==> src/rtl/tt_sweeper_pkg.sv <==
// Shared types and widths for the truth-table sweeper: FSM state encoding,
// stimulus pattern width and captured table width.
package tt_sweep_pkg;

  localparam int PATTERN_W = 3;
  localparam int TABLE_W   = 8;

  typedef enum logic [1:0] {
    IDLE,
    DRIVE,
    SAMPLE,
    DONE
  } state_e;

endpackage

==> src/rtl/tt_sweeper_if.sv <==
// Bundle of the sweeper's control, stimulus and result signals. The slave
// modport is the sweeper; the master modport is the block driving it.
interface tt_sweeper_if;

  logic                             start;
  logic                             first_in;
  logic                             second_in;
  logic                             third_in;
  logic                             the_output;
  logic                             busy;
  logic                             done;
  logic [tt_sweep_pkg::TABLE_W-1:0] tt_result;
  logic                             unstable;
  logic [tt_sweep_pkg::TABLE_W-1:0] expected;
  logic                             mismatch;

  modport slave (
    input  start, the_output, expected,
    output first_in, second_in, third_in, busy, done, tt_result, unstable, mismatch
  );

  modport master (
    output start, the_output, expected,
    input  first_in, second_in, third_in, busy, done, tt_result, unstable, mismatch
  );

endinterface

==> src/rtl/tt_sweeper_pattern_ctr.sv <==
// Pattern index, settle and pass counters for tt_sweeper, with wrap flags
// that mark the last settle cycle, the last pattern and the last pass.
module tt_pattern_ctr
  import tt_sweep_pkg::*;
#(
  parameter int PASSES        = 2,
  parameter int SETTLE_CYCLES = 1
) (
  input  logic                 clk,
  input  logic                 rst_n,
  input  logic                 clr_i,
  input  logic                 settle_inc_i,
  input  logic                 idx_inc_i,
  output logic [PATTERN_W-1:0] idx_o,
  output logic [3:0]           pass_o,
  output logic                 settle_wrap_o,
  output logic                 idx_wrap_o,
  output logic                 pass_wrap_o
);

  // With SETTLE_CYCLES=0 the settle counter is never stepped, so its last value is moot.
  localparam logic [3:0] SETTLE_LAST = (SETTLE_CYCLES == 0) ? 4'd0 : 4'(SETTLE_CYCLES - 1);
  localparam logic [3:0] PASS_LAST   = 4'(PASSES - 1);

  logic [3:0]           settle_q, settle_d;
  logic [PATTERN_W-1:0] idx_q, idx_d;
  logic [3:0]           pass_q, pass_d;

  assign settle_wrap_o = (settle_q == SETTLE_LAST);
  assign idx_wrap_o    = (idx_q == '1);
  assign pass_wrap_o   = (pass_q == PASS_LAST);
  assign idx_o         = idx_q;
  assign pass_o        = pass_q;

  // NOTE: every next-state variable gets its hold value first so no path leaves it unassigned (no latch).
  always_comb begin
    settle_d = settle_q;
    idx_d    = idx_q;
    pass_d   = pass_q;
    if (clr_i) begin
      settle_d = '0;
      idx_d    = '0;
      pass_d   = '0;
    end else begin
      if (settle_inc_i) settle_d = settle_wrap_o ? 4'd0 : settle_q + 4'd1;
      if (idx_inc_i) begin
        idx_d = idx_q + 1'b1;
        if (idx_wrap_o) pass_d = pass_wrap_o ? 4'd0 : pass_q + 4'd1;
      end
    end
  end

  // NOTE: state registers use non-blocking assignments so all flops update together at the edge.
  always_ff @(posedge clk or negedge rst_n) begin
    if (!rst_n) begin
      settle_q <= '0;
      idx_q    <= '0;
      pass_q   <= '0;
    end else begin
      settle_q <= settle_d;
      idx_q    <= idx_d;
      pass_q   <= pass_d;
    end
  end

endmodule

==> src/rtl/tt_sweeper.sv <==
// Truth-table sweeper: drives all 3-bit patterns PASSES times, captures the
// response table and flags instability. Optional TT_SWEEP_COMPARE_EN adds a
// registered comparison of the final table against 'expected'.
module tt_sweeper
  import tt_sweep_pkg::*;
#(
  parameter int PASSES        = 2,
  parameter int SETTLE_CYCLES = 1
) (
  input  logic         clk,
  input  logic         rst_n,
  tt_sweeper_if.slave  bus
);

  state_e               state_q, state_d;
  logic                 clr, settle_inc, idx_inc, capture;
  logic [PATTERN_W-1:0] idx;
  logic [3:0]           pass;
  logic                 settle_wrap, idx_wrap, pass_wrap;
  logic [TABLE_W-1:0]   tt_result_q, tt_result_d;
  logic                 unstable_q, unstable_d;
  state_e               after_pattern;

  tt_pattern_ctr #(
    .PASSES        (PASSES),
    .SETTLE_CYCLES (SETTLE_CYCLES)
  ) u_ctr (
    .clk           (clk),
    .rst_n         (rst_n),
    .clr_i         (clr),
    .settle_inc_i  (settle_inc),
    .idx_inc_i     (idx_inc),
    .idx_o         (idx),
    .pass_o        (pass),
    .settle_wrap_o (settle_wrap),
    .idx_wrap_o    (idx_wrap),
    .pass_wrap_o   (pass_wrap)
  );

  // A zero settle time skips DRIVE entirely and samples every cycle.
  assign after_pattern = (SETTLE_CYCLES == 0) ? SAMPLE : DRIVE;

  always_comb begin
    state_d    = state_q;
    clr        = 1'b0;
    settle_inc = 1'b0;
    idx_inc    = 1'b0;
    capture    = 1'b0;
    unique case (state_q)
      IDLE: if (bus.start) begin
        clr     = 1'b1;
        state_d = after_pattern;
      end
      DRIVE: begin
        settle_inc = 1'b1;
        if (settle_wrap) state_d = SAMPLE;
      end
      SAMPLE: begin
        capture = 1'b1;
        idx_inc = 1'b1;
        state_d = (idx_wrap && pass_wrap) ? DONE : after_pattern;
      end
      DONE:    state_d = IDLE;
      default: state_d = IDLE;
    endcase
  end

  always_comb begin
    tt_result_d = tt_result_q;
    unstable_d  = unstable_q;
    if (clr) begin
      tt_result_d = '0;
      unstable_d  = 1'b0;
    end else if (capture) begin
      tt_result_d[idx] = bus.the_output;
      if (pass != 4'd0 && bus.the_output != tt_result_q[idx]) unstable_d = 1'b1;
    end
  end

  // NOTE: asynchronous reset clears every register here, including the captured table.
  always_ff @(posedge clk or negedge rst_n) begin
    if (!rst_n) begin
      state_q     <= IDLE;
      tt_result_q <= '0;
      unstable_q  <= 1'b0;
    end else begin
      state_q     <= state_d;
      tt_result_q <= tt_result_d;
      unstable_q  <= unstable_d;
    end
  end

  assign {bus.first_in, bus.second_in, bus.third_in} =
    (state_q == DRIVE || state_q == SAMPLE) ? idx : '0;
  assign bus.busy      = (state_q != IDLE);
  assign bus.done      = (state_q == DONE);
  assign bus.tt_result = tt_result_q;
  assign bus.unstable  = unstable_q;

`ifdef TT_SWEEP_COMPARE_EN
  logic mismatch_q;

  // In DONE the table already holds the final sample, so compare it there.
  always_ff @(posedge clk or negedge rst_n) begin
    if (!rst_n)                mismatch_q <= 1'b0;
    else if (clr)              mismatch_q <= 1'b0;
    else if (state_q == DONE)  mismatch_q <= (tt_result_q != bus.expected);
  end

  assign bus.mismatch = mismatch_q;
`else
  logic unused_expected;
  assign unused_expected = ^bus.expected;
  assign bus.mismatch    = 1'b0;
`endif

endmodule
==> src/flat_wrapper.sv <==
// flat-port wrapper written by rule: the top's interface ports become plain ports
module tt_sweeper_flat import tt_sweep_pkg::*;
#(
  parameter int PASSES        = 2,
  parameter int SETTLE_CYCLES = 1
)
  (clk, rst_n, bus_start, bus_the_output, bus_expected, bus_first_in, bus_second_in, bus_third_in, bus_busy, bus_done, bus_tt_result, bus_unstable, bus_mismatch);
  tt_sweeper_if bus_i ();
  input  logic clk;
  input  logic rst_n;
  input wire logic [$bits(bus_i.start)-1:0] bus_start;
  input wire logic [$bits(bus_i.the_output)-1:0] bus_the_output;
  input wire logic [$bits(bus_i.expected)-1:0] bus_expected;
  output wire logic [$bits(bus_i.first_in)-1:0] bus_first_in;
  output wire logic [$bits(bus_i.second_in)-1:0] bus_second_in;
  output wire logic [$bits(bus_i.third_in)-1:0] bus_third_in;
  output wire logic [$bits(bus_i.busy)-1:0] bus_busy;
  output wire logic [$bits(bus_i.done)-1:0] bus_done;
  output wire logic [$bits(bus_i.tt_result)-1:0] bus_tt_result;
  output wire logic [$bits(bus_i.unstable)-1:0] bus_unstable;
  output wire logic [$bits(bus_i.mismatch)-1:0] bus_mismatch;
  assign bus_i.start = bus_start;
  assign bus_i.the_output = bus_the_output;
  assign bus_i.expected = bus_expected;
  assign bus_first_in = bus_i.first_in;
  assign bus_second_in = bus_i.second_in;
  assign bus_third_in = bus_i.third_in;
  assign bus_busy = bus_i.busy;
  assign bus_done = bus_i.done;
  assign bus_tt_result = bus_i.tt_result;
  assign bus_unstable = bus_i.unstable;
  assign bus_mismatch = bus_i.mismatch;
  tt_sweeper #(.PASSES(PASSES), .SETTLE_CYCLES(SETTLE_CYCLES)) u_core (.clk(clk), .rst_n(rst_n), .bus(bus_i));
endmodule
==> config.mk <==
export PLATFORM = sky130hd
export DESIGN_NAME = tt_sweeper_flat
export DESIGN_NICKNAME = d
export VERILOG_FILES = /design/src/rtl/tt_sweeper_pkg.sv /design/src/rtl/tt_sweeper_if.sv /design/src/rtl/tt_sweeper_pattern_ctr.sv /design/src/rtl/tt_sweeper.sv /design/src/flat_wrapper.sv
export SDC_FILE = /design/constraint.sdc
export NUM_CORES = 1
export LEC_CHECK = 0
export BUFFER_PORTS_ARGS = -buffer_cell sky130_fd_sc_hd__buf_2
export CAP_MARGIN = 20
export CORE_UTILIZATION = 39
export CTS_CLUSTER_SIZE = 20
export DETAILED_ROUTE_END_ITERATION = 10
export PLACE_DENSITY = 0.65
export RECOVER_POWER = 50
export SYNTH_ARGS = -nofsm -noshare
export SYNTH_HDL_FRONTEND = slang
export SYNTH_SLANG_ARGS = --single-unit
==> constraint.sdc <==
create_clock -name clk -period 3.6 [get_ports clk]
set_input_delay 0.18 -clock clk [delete_from_list [all_inputs] [get_ports clk]]
set_output_delay 0.18 -clock clk [all_outputs]
set_load 0.05 [all_outputs]
==> run_results.csv, run 1 <==
group,metric,value,unit
run_status,status,"finished, final reports clean",
die,initial_utilization,41.5,%
synth,ys_ff_latch,22,
cts,clkTransAtPathRegs,0.11,ns
worst_setup_path,reg2reg_slack,1.58,ns
cts,clockBufferDepth,2,
route,num_vias,911,
route,drt-initial-drc-count,24,
cts,clk_latency,0.30,ns
timing,relSlewSlack,22.5,%
run,max_cap_violations,0,
worst_setup_path,cp_slowest_cell,"ha_1",
timing,hold_ws,0.218,ns
cts,numClockSinks,22,
grt,grt_first_pass_wirelength,4220,µm
worst_setup_path,critPathRequiredTime,3.77,ns
synth,yosys_warnings,0,
finish,layout.nets,161,
route,routed_via_density,5.01,
placement,place_hpwl,1630,µm
grt,grtUsageTotal,16.0,%
worst_setup_path,crit_arrival,2.19,ns
worst_setup_path,startpoint_type,"flop",
die,rows,20,
power_and_ir_drop,p_per_area,678,nW/µm²
route,final_antenna_net_count,0,
grt,grt-ovfl-total,0,
timing,final-hold-violation-count,0,
power_and_ir_drop,power,0.000947,W
route,wl_per_cell,12.6,µm
grt,grt_pass1_vias,929,
finish,stdcell_count,182,
placement,port_buffers,17,
cts,htree_num_levels,1,
cts,tritoncts,"done",
timing,min_period_over_period,56.2,%
synth,synth_edf_count,0,
cts,root_buffer,"clkbuf_4",
power_and_ir_drop,p_leak,0.677,nW
grt,antenna_found_initial,0,
synth,yosysSeqAreaShare,43.1,%
worst_hold_path,hold_path_depth,3,
power_and_ir_drop,peakVddDrop,382,µV
timing,finalSetupViolCount,0,
worst_setup_path,r2r-end,"u_core.bus.tt_result[2]$_DFFE_PN0P_",
synth,synth.distinct_cells,31,
route,firstDrtPassIters,4,
worst_setup_path,worstSetupEndpointType,"flop",
placement,routabilityCongestion,0.759,
die,core,3080,µm²
finish,layout-drive-gt1-share,10.9,%
finish,area_delta_synth_final,9.41,%
timing,slew_viol_final,0,
synth,synth_top_flop_cell,"dfrtp_1",
synth,syn_area,1280,µm²
die,die_h,59.2,µm
timing,tightest_slew,1.16,ns
route,wirelength,2290,µm
synth,synthesis.nets,146,
finish,insertedDiodeCount,0,
synth,async_reset_ff_share,100,%
die,ios,27,
timing,setup_slack,1.58,ns
worst_setup_path,reg2reg_from,"u_core.state_q[0]$_DFFE_PN0P_",
worst_setup_path,cp_max_fo,12,
route,drc,0,
worst_setup_path,crit_chain,"inv_1, ha_1, nand2b_1, nor3b_1, mux2i_1, nor2_1",
grt,grt_max_degree,23,
placement,dp_cells,178,
worst_setup_path,critPathKind,"flop to flop",
worst_setup_path,cp-startpoint,"u_core.state_q[0]$_DFFE_PN0P_",
cts,postCtsSetupRepairBufs,0,
timing,fmax,494,MHz
synth,avgSynthCellArea,10.2,µm²
cts,cts-buffers-inserted,3,
worst_setup_path,max_stage_delay,0.49,ns
cts,cts_hold_buf,1,
timing,skew,0.00276,ns
worst_setup_path,r2r_cells,6,
placement,dp_slack,1.62,ns
die,die-area,3510,µm²
timing,rsz0062_at_grt,"no",
worst_setup_path,crit_end,"u_core.bus.tt_result[2]$_DFFE_PN0P_",
synth,syn_inst,125,
timing,fin_crit,2.02,ns
die,die_w,59.2,µm
cts,cts_resized,0,
worst_hold_path,hold_path_class,"primary input to flop",
timing,setup_tns,0,ns
==> how the worst min path moves through the flow <==
stage / startpoint / end / slack, ns
3_3_place_gp: rst_n / u_core.u_ctr.settle_q[2]$_DFFE_PN0P_ / 0.17
3_5_place_dp: rst_n / u_core.u_ctr.settle_q[3]$_DFFE_PN0P_ / 0.18
2_1_floorplan: rst_n / u_core.bus.tt_result[0]$_DFFE_PN0P_ / -0.12
6_report: bus_start / u_core.bus.unstable$_DFFE_PN0P_ / 0.22
5_1_grt: bus_start / u_core.bus.unstable$_DFFE_PN0P_ / 0.24
4_1_cts: bus_start / u_core.bus.unstable$_DFFE_PN0P_ / 0.21
==> critical path: cells and delay by family, from the launching register on <==
kind	cells	cell delay, ns
adder cells (fa/ha/maj)	1	0.49
buffers and inverters	1	0.13
flip-flops	1	0.44
multiplexers	1	0.22
AND/OR/NAND/NOR	3	0.61
==> metal layers <==
| metal | global-route usage (%) | up-vias | wire length, µm |
|---|---|---|---|
| li1 | - | 448 | - |
| met1 | 20.7 | 446 | 1070 |
| met2 | 27.0 | 15 | 1120 |
| met3 | 3.49 | 2 | 81 |
| met4 | 4.08 | 0 | 19 |
| met5 | 0 | - | 0 |
==> per-stage QoR <==
| stage | utilization, % | area, µm² |
|---|---|---|
| finish | 45.4 | 1400 |
| global route | 45.4 | 1400 |
| CTS | 45.7 | 1410 |
| detailed placement | 44.6 | 1370 |
| global placement | 44.6 | 1370 |
| floorplan | - | 1280 |
==> final cells by class <==
type | instances | area [µm²]
inverter | 6 | 22.5
timing repair buffer | 18 | 85.1
clock buffer | 3 | 22.5
sequential | 22 | 551
tap | 44 | 55.1
fill | 303 | 1680
multi-input combinational | 89 | 661
==> state kept, by name, indices dropped and copies added, names as in the netlist <==
signal and cells:
u_core.bus.tt_result 8, u_core.bus.unstable 1, u_core.state_q 2, u_core.u_ctr.idx_o 3
u_core.u_ctr.pass_o 4, u_core.u_ctr.settle_q 4
==> report_power, final <==
| group | leakage [nW] | switching (W) | internal (W) |
|---|---|---|---|
| clock network | 0.0138 | 0.0000685 | 0.0000390 |
| registers | 0.299 | 0.0000729 | 0.000294 |
| logic | 0.364 | 0.000328 | 0.000144 |
==> logic make-up after synthesis <==
logic type | after synthesis | share of synthesized area (%)
compound gates | 10 | 6.47
xor+xnor | 4 | 2.74
fa+ha+maj | 9 | 8.82
buf+inv | 14 | 5.10
flops | 22 | 43.1
mux | 15 | 13.7
other cells | 1 | 0.294
simple gates | 50 | 19.7
==> Yosys cell counts (2+ instances only) <==
master    number  area, µm²
nand4b_1       2       17.5
clkbuf_1       5       18.8
ha_1           9        113
inv_1          6       22.5
nand2_1        5       18.8
nor3_1         3       15.0
xor2_1         4       35.0
nand4_1        2       12.5
a21oi_1        4       20.0
mux4_2         2       45.0
mux2i_1       13        130
nor3b_1        4       30.0
dfrtp_1       22        551
nor2_1        22       82.6
and2_1         4       25.0
o21ai_0        2       10.0
nand3_1        2       10.0
==> layout by cell type, fill, tap and decap left out, types with 2 or more instances in the layout <==
| cell type | count |
|---|---|
| nand3_1 | 2 |
| nor3b_1 | 4 |
| buf_2 | 9 |
| nor3_1 | 3 |
| nand2_1 | 5 |
| nand4b_1 | 2 |
| clkbuf_4 | 3 |
| dfrtp_1 | 22 |
| clkbuf_1 | 8 |
| nor2_1 | 22 |
| a21oi_1 | 4 |
| nand4_1 | 2 |
| mux2i_1 | 13 |
| and2_1 | 4 |
| inv_1 | 6 |
| xor2_1 | 4 |
| o21ai_0 | 2 |
| mux4_2 | 2 |
| ha_1 | 9 |
No activity file was read; power rests on OpenSTA's default activity.
==> run 2: changes to the inputs <==
Settings changed: PLACE_DENSITY 0.65 to 0.68.
Clock period 3.6 ns to 1.7 ns, I/O delays scaled along.
==> run_results.csv, run 2 (synthesis results as in run 1) <==
group,metric,value,unit
worst_setup_path,critPathKind,"flop to flop",
worst_setup_path,r2r_cells,5,
die,ios,27,
worst_setup_path,reg2reg_from,"u_core.u_ctr.idx_o[0]$_DFFE_PN0P_",
power_and_ir_drop,peakVddDrop,765,µV
placement,dp_cells,184,
power_and_ir_drop,p_sw,0.00104,W
die,die_w,59.2,µm
finish,insertedDiodeCount,0,
finish,layout-drive-gt1-share,22.4,%
power_and_ir_drop,swShare,47.0,%
worst_setup_path,worstSetupEndpointType,"flop",
power_and_ir_drop,seqPwrFrac,32.9,%
grt,grt_first_pass_wirelength,3940,µm
power_and_ir_drop,p_int,0.00117,W
worst_setup_path,cp_max_fo,4,
power_and_ir_drop,combPwrFrac,54.0,%
placement,place_hpwl,1750,µm
grt,grt-ovfl-total,0,
worst_setup_path,crit_arrival,1.84,ns
grt,grt_max_degree,23,
timing,relSlewSlack,21.6,%
worst_setup_path,r2r-end,"u_core.bus.unstable$_DFFE_PN0P_",
timing,fmax,614,MHz
timing,finalSetupViolCount,0,
finish,layout.nets,169,
power_and_ir_drop,p_per_area,1470,nW/µm²
finish,final_cell_mix,"nor2_1 (22), dfrtp_1 (21), mux2i_1 (13)",
run,max_cap_violations,0,
worst_hold_path,holdCritStartpoint,"bus_start",
cts,root_buffer,"clkbuf_4",
finish,area_delta_synth_final,17.9,%
cts,clkTransAtPathRegs,0.12,ns
timing,slew_viol_final,0,
die,initial_utilization,41.5,%
route,drc,0,
finish,layout_commonest_cell,"nor2_1",
timing,min_period_over_period,95.8,%
route,firstDrtPassIters,4,
die,die-area,3510,µm²
placement,routabilityCongestion,0.788,
run_status,status,"finished, final reports clean",
worst_hold_path,hold_path_end,"u_core.bus.unstable$_DFFE_PN0P_",
timing,hold_ws,0.104,ns
timing,tightest_slew,1.18,ns
finish,multi_input_area,684,µm²
route,final_antenna_net_count,0,
cts,numClockSinks,22,
worst_setup_path,startpoint_type,"flop",
worst_setup_path,critPathRequiredTime,1.91,ns
finish,stdcell_count,191,
route,num_vias,947,
power_and_ir_drop,clkPwrFrac,13.1,%
cts,htree_num_levels,1,
die,die_h,59.2,µm
worst_hold_path,hold_path_class,"primary input to flop",
finish,fin_util,48.9,%
timing,fin_crit,1.63,ns
cts,cts-buffers-inserted,3,
timing,setup_tns,0,ns
timing,skew,0.000974,ns
die,rows,20,
power_and_ir_drop,p_leak,0.736,nW
route,wl_per_cell,12.5,µm
route,wirelength,2390,µm
worst_setup_path,reg2reg_slack,0.07,ns
finish,largest_reg_flops,8,
worst_hold_path,hold_path_depth,3,
grt,antenna_found_initial,0,
cts,clockBufferDepth,2,
timing,final-hold-violation-count,0,
die,core,3080,µm²
grt,grt_pass1_vias,883,
finish,nFillCells,299,
route,routed_via_density,4.96,
cts,tritoncts,"done",
placement,port_buffers,17,
finish,regArea,552,µm²
route,drt-initial-drc-count,53,
cts,clk_latency,0.31,ns
grt,grtUsageTotal,15.0,%
## run 2: cell count changes in the layout (fill, tap and decap cells not counted), sizes merged
cell / change
clkbuf: +2
buf: +7
## run 2: per-layer routing
metal	vias up	GRT usage [%]	share of wire, %
met5	-	0	0
met3	5	4.80	3.7
li1	465	-	-
met2	17	25.0	50
met1	460	19.0	45
met4	0	3.40	1.3
## run 2: layout make-up
cell class | instances | share of cell area, %
flip-flops and latches | 22 | 36.7
multi-input cells | 89 | 45.5
well taps | 44 | 3.66
clock buffers | 4 | 2.41
repair buffers | 26 | 10.3
inverters | 6 | 1.50
## run 2: power groups by stage
stage,sequential (W),combinational (W),clock (W)
after floorplan,0.000873,0.000733,0
after detailed placement,0.000749,0.00114,0
final,0.000727,0.00119,0.000289
after CTS,0.000737,0.00114,0.000301
after global placement,0.000743,0.00111,0
after global routing,0.000740,0.00130,0.000322
## run 2: timing repair
item                                   CTS  global route
endpoints found under the hold margin   22             0
resized for setup                        0            10
setup endpoints to repair                0             9
hold buffers                             1             0
setup buffers                            0             2
## run 2: worst max-delay path, stage by stage, from the launching register on
cell	delay (ns)
dfrtp_2	0.40
buf_4	0.13
mux4_2	0.49
mux2i_1	0.19
nor4_1	0.07
a221o_1	0.26
## run 2: stage by stage
step                total power [W]  area, µm²  setup slack [ns]
floorplan                   0.00161       1280            0.0309
global placement            0.00185       1420            0.0652
detailed placement          0.00189       1420            0.0303
CTS                         0.00218       1470           0.00486
global route                0.00236       1510           -0.0107
finish                      0.00221       1510            0.0712
## run 2: how the worst max path moves through the flow
stage / start / to / slack (ns) / cells past startpoint
after detailed placement: u_core.u_ctr.idx_o[0]$_DFFE_PN0P_ / u_core.u_ctr.pass_o[3]$_DFFE_PN0P_ / 0.03 / 7
after CTS: u_core.u_ctr.idx_o[0]$_DFFE_PN0P_ / u_core.u_ctr.pass_o[3]$_DFFE_PN0P_ / 0.005 / 7
after global routing: u_core.u_ctr.idx_o[0]$_DFFE_PN0P_ / u_core.u_ctr.pass_o[3]$_DFFE_PN0P_ / -0.01 / 7
after global placement: u_core.u_ctr.idx_o[0]$_DFFE_PN0P_ / u_core.bus.unstable$_DFFE_PN0P_ / 0.07 / 4
after floorplan: u_core.bus.tt_result[7]$_DFFE_PN0P_ / u_core.bus.unstable$_DFFE_PN0P_ / 0.03 / 4
final: u_core.u_ctr.idx_o[0]$_DFFE_PN0P_ / u_core.bus.unstable$_DFFE_PN0P_ / 0.07 / 5
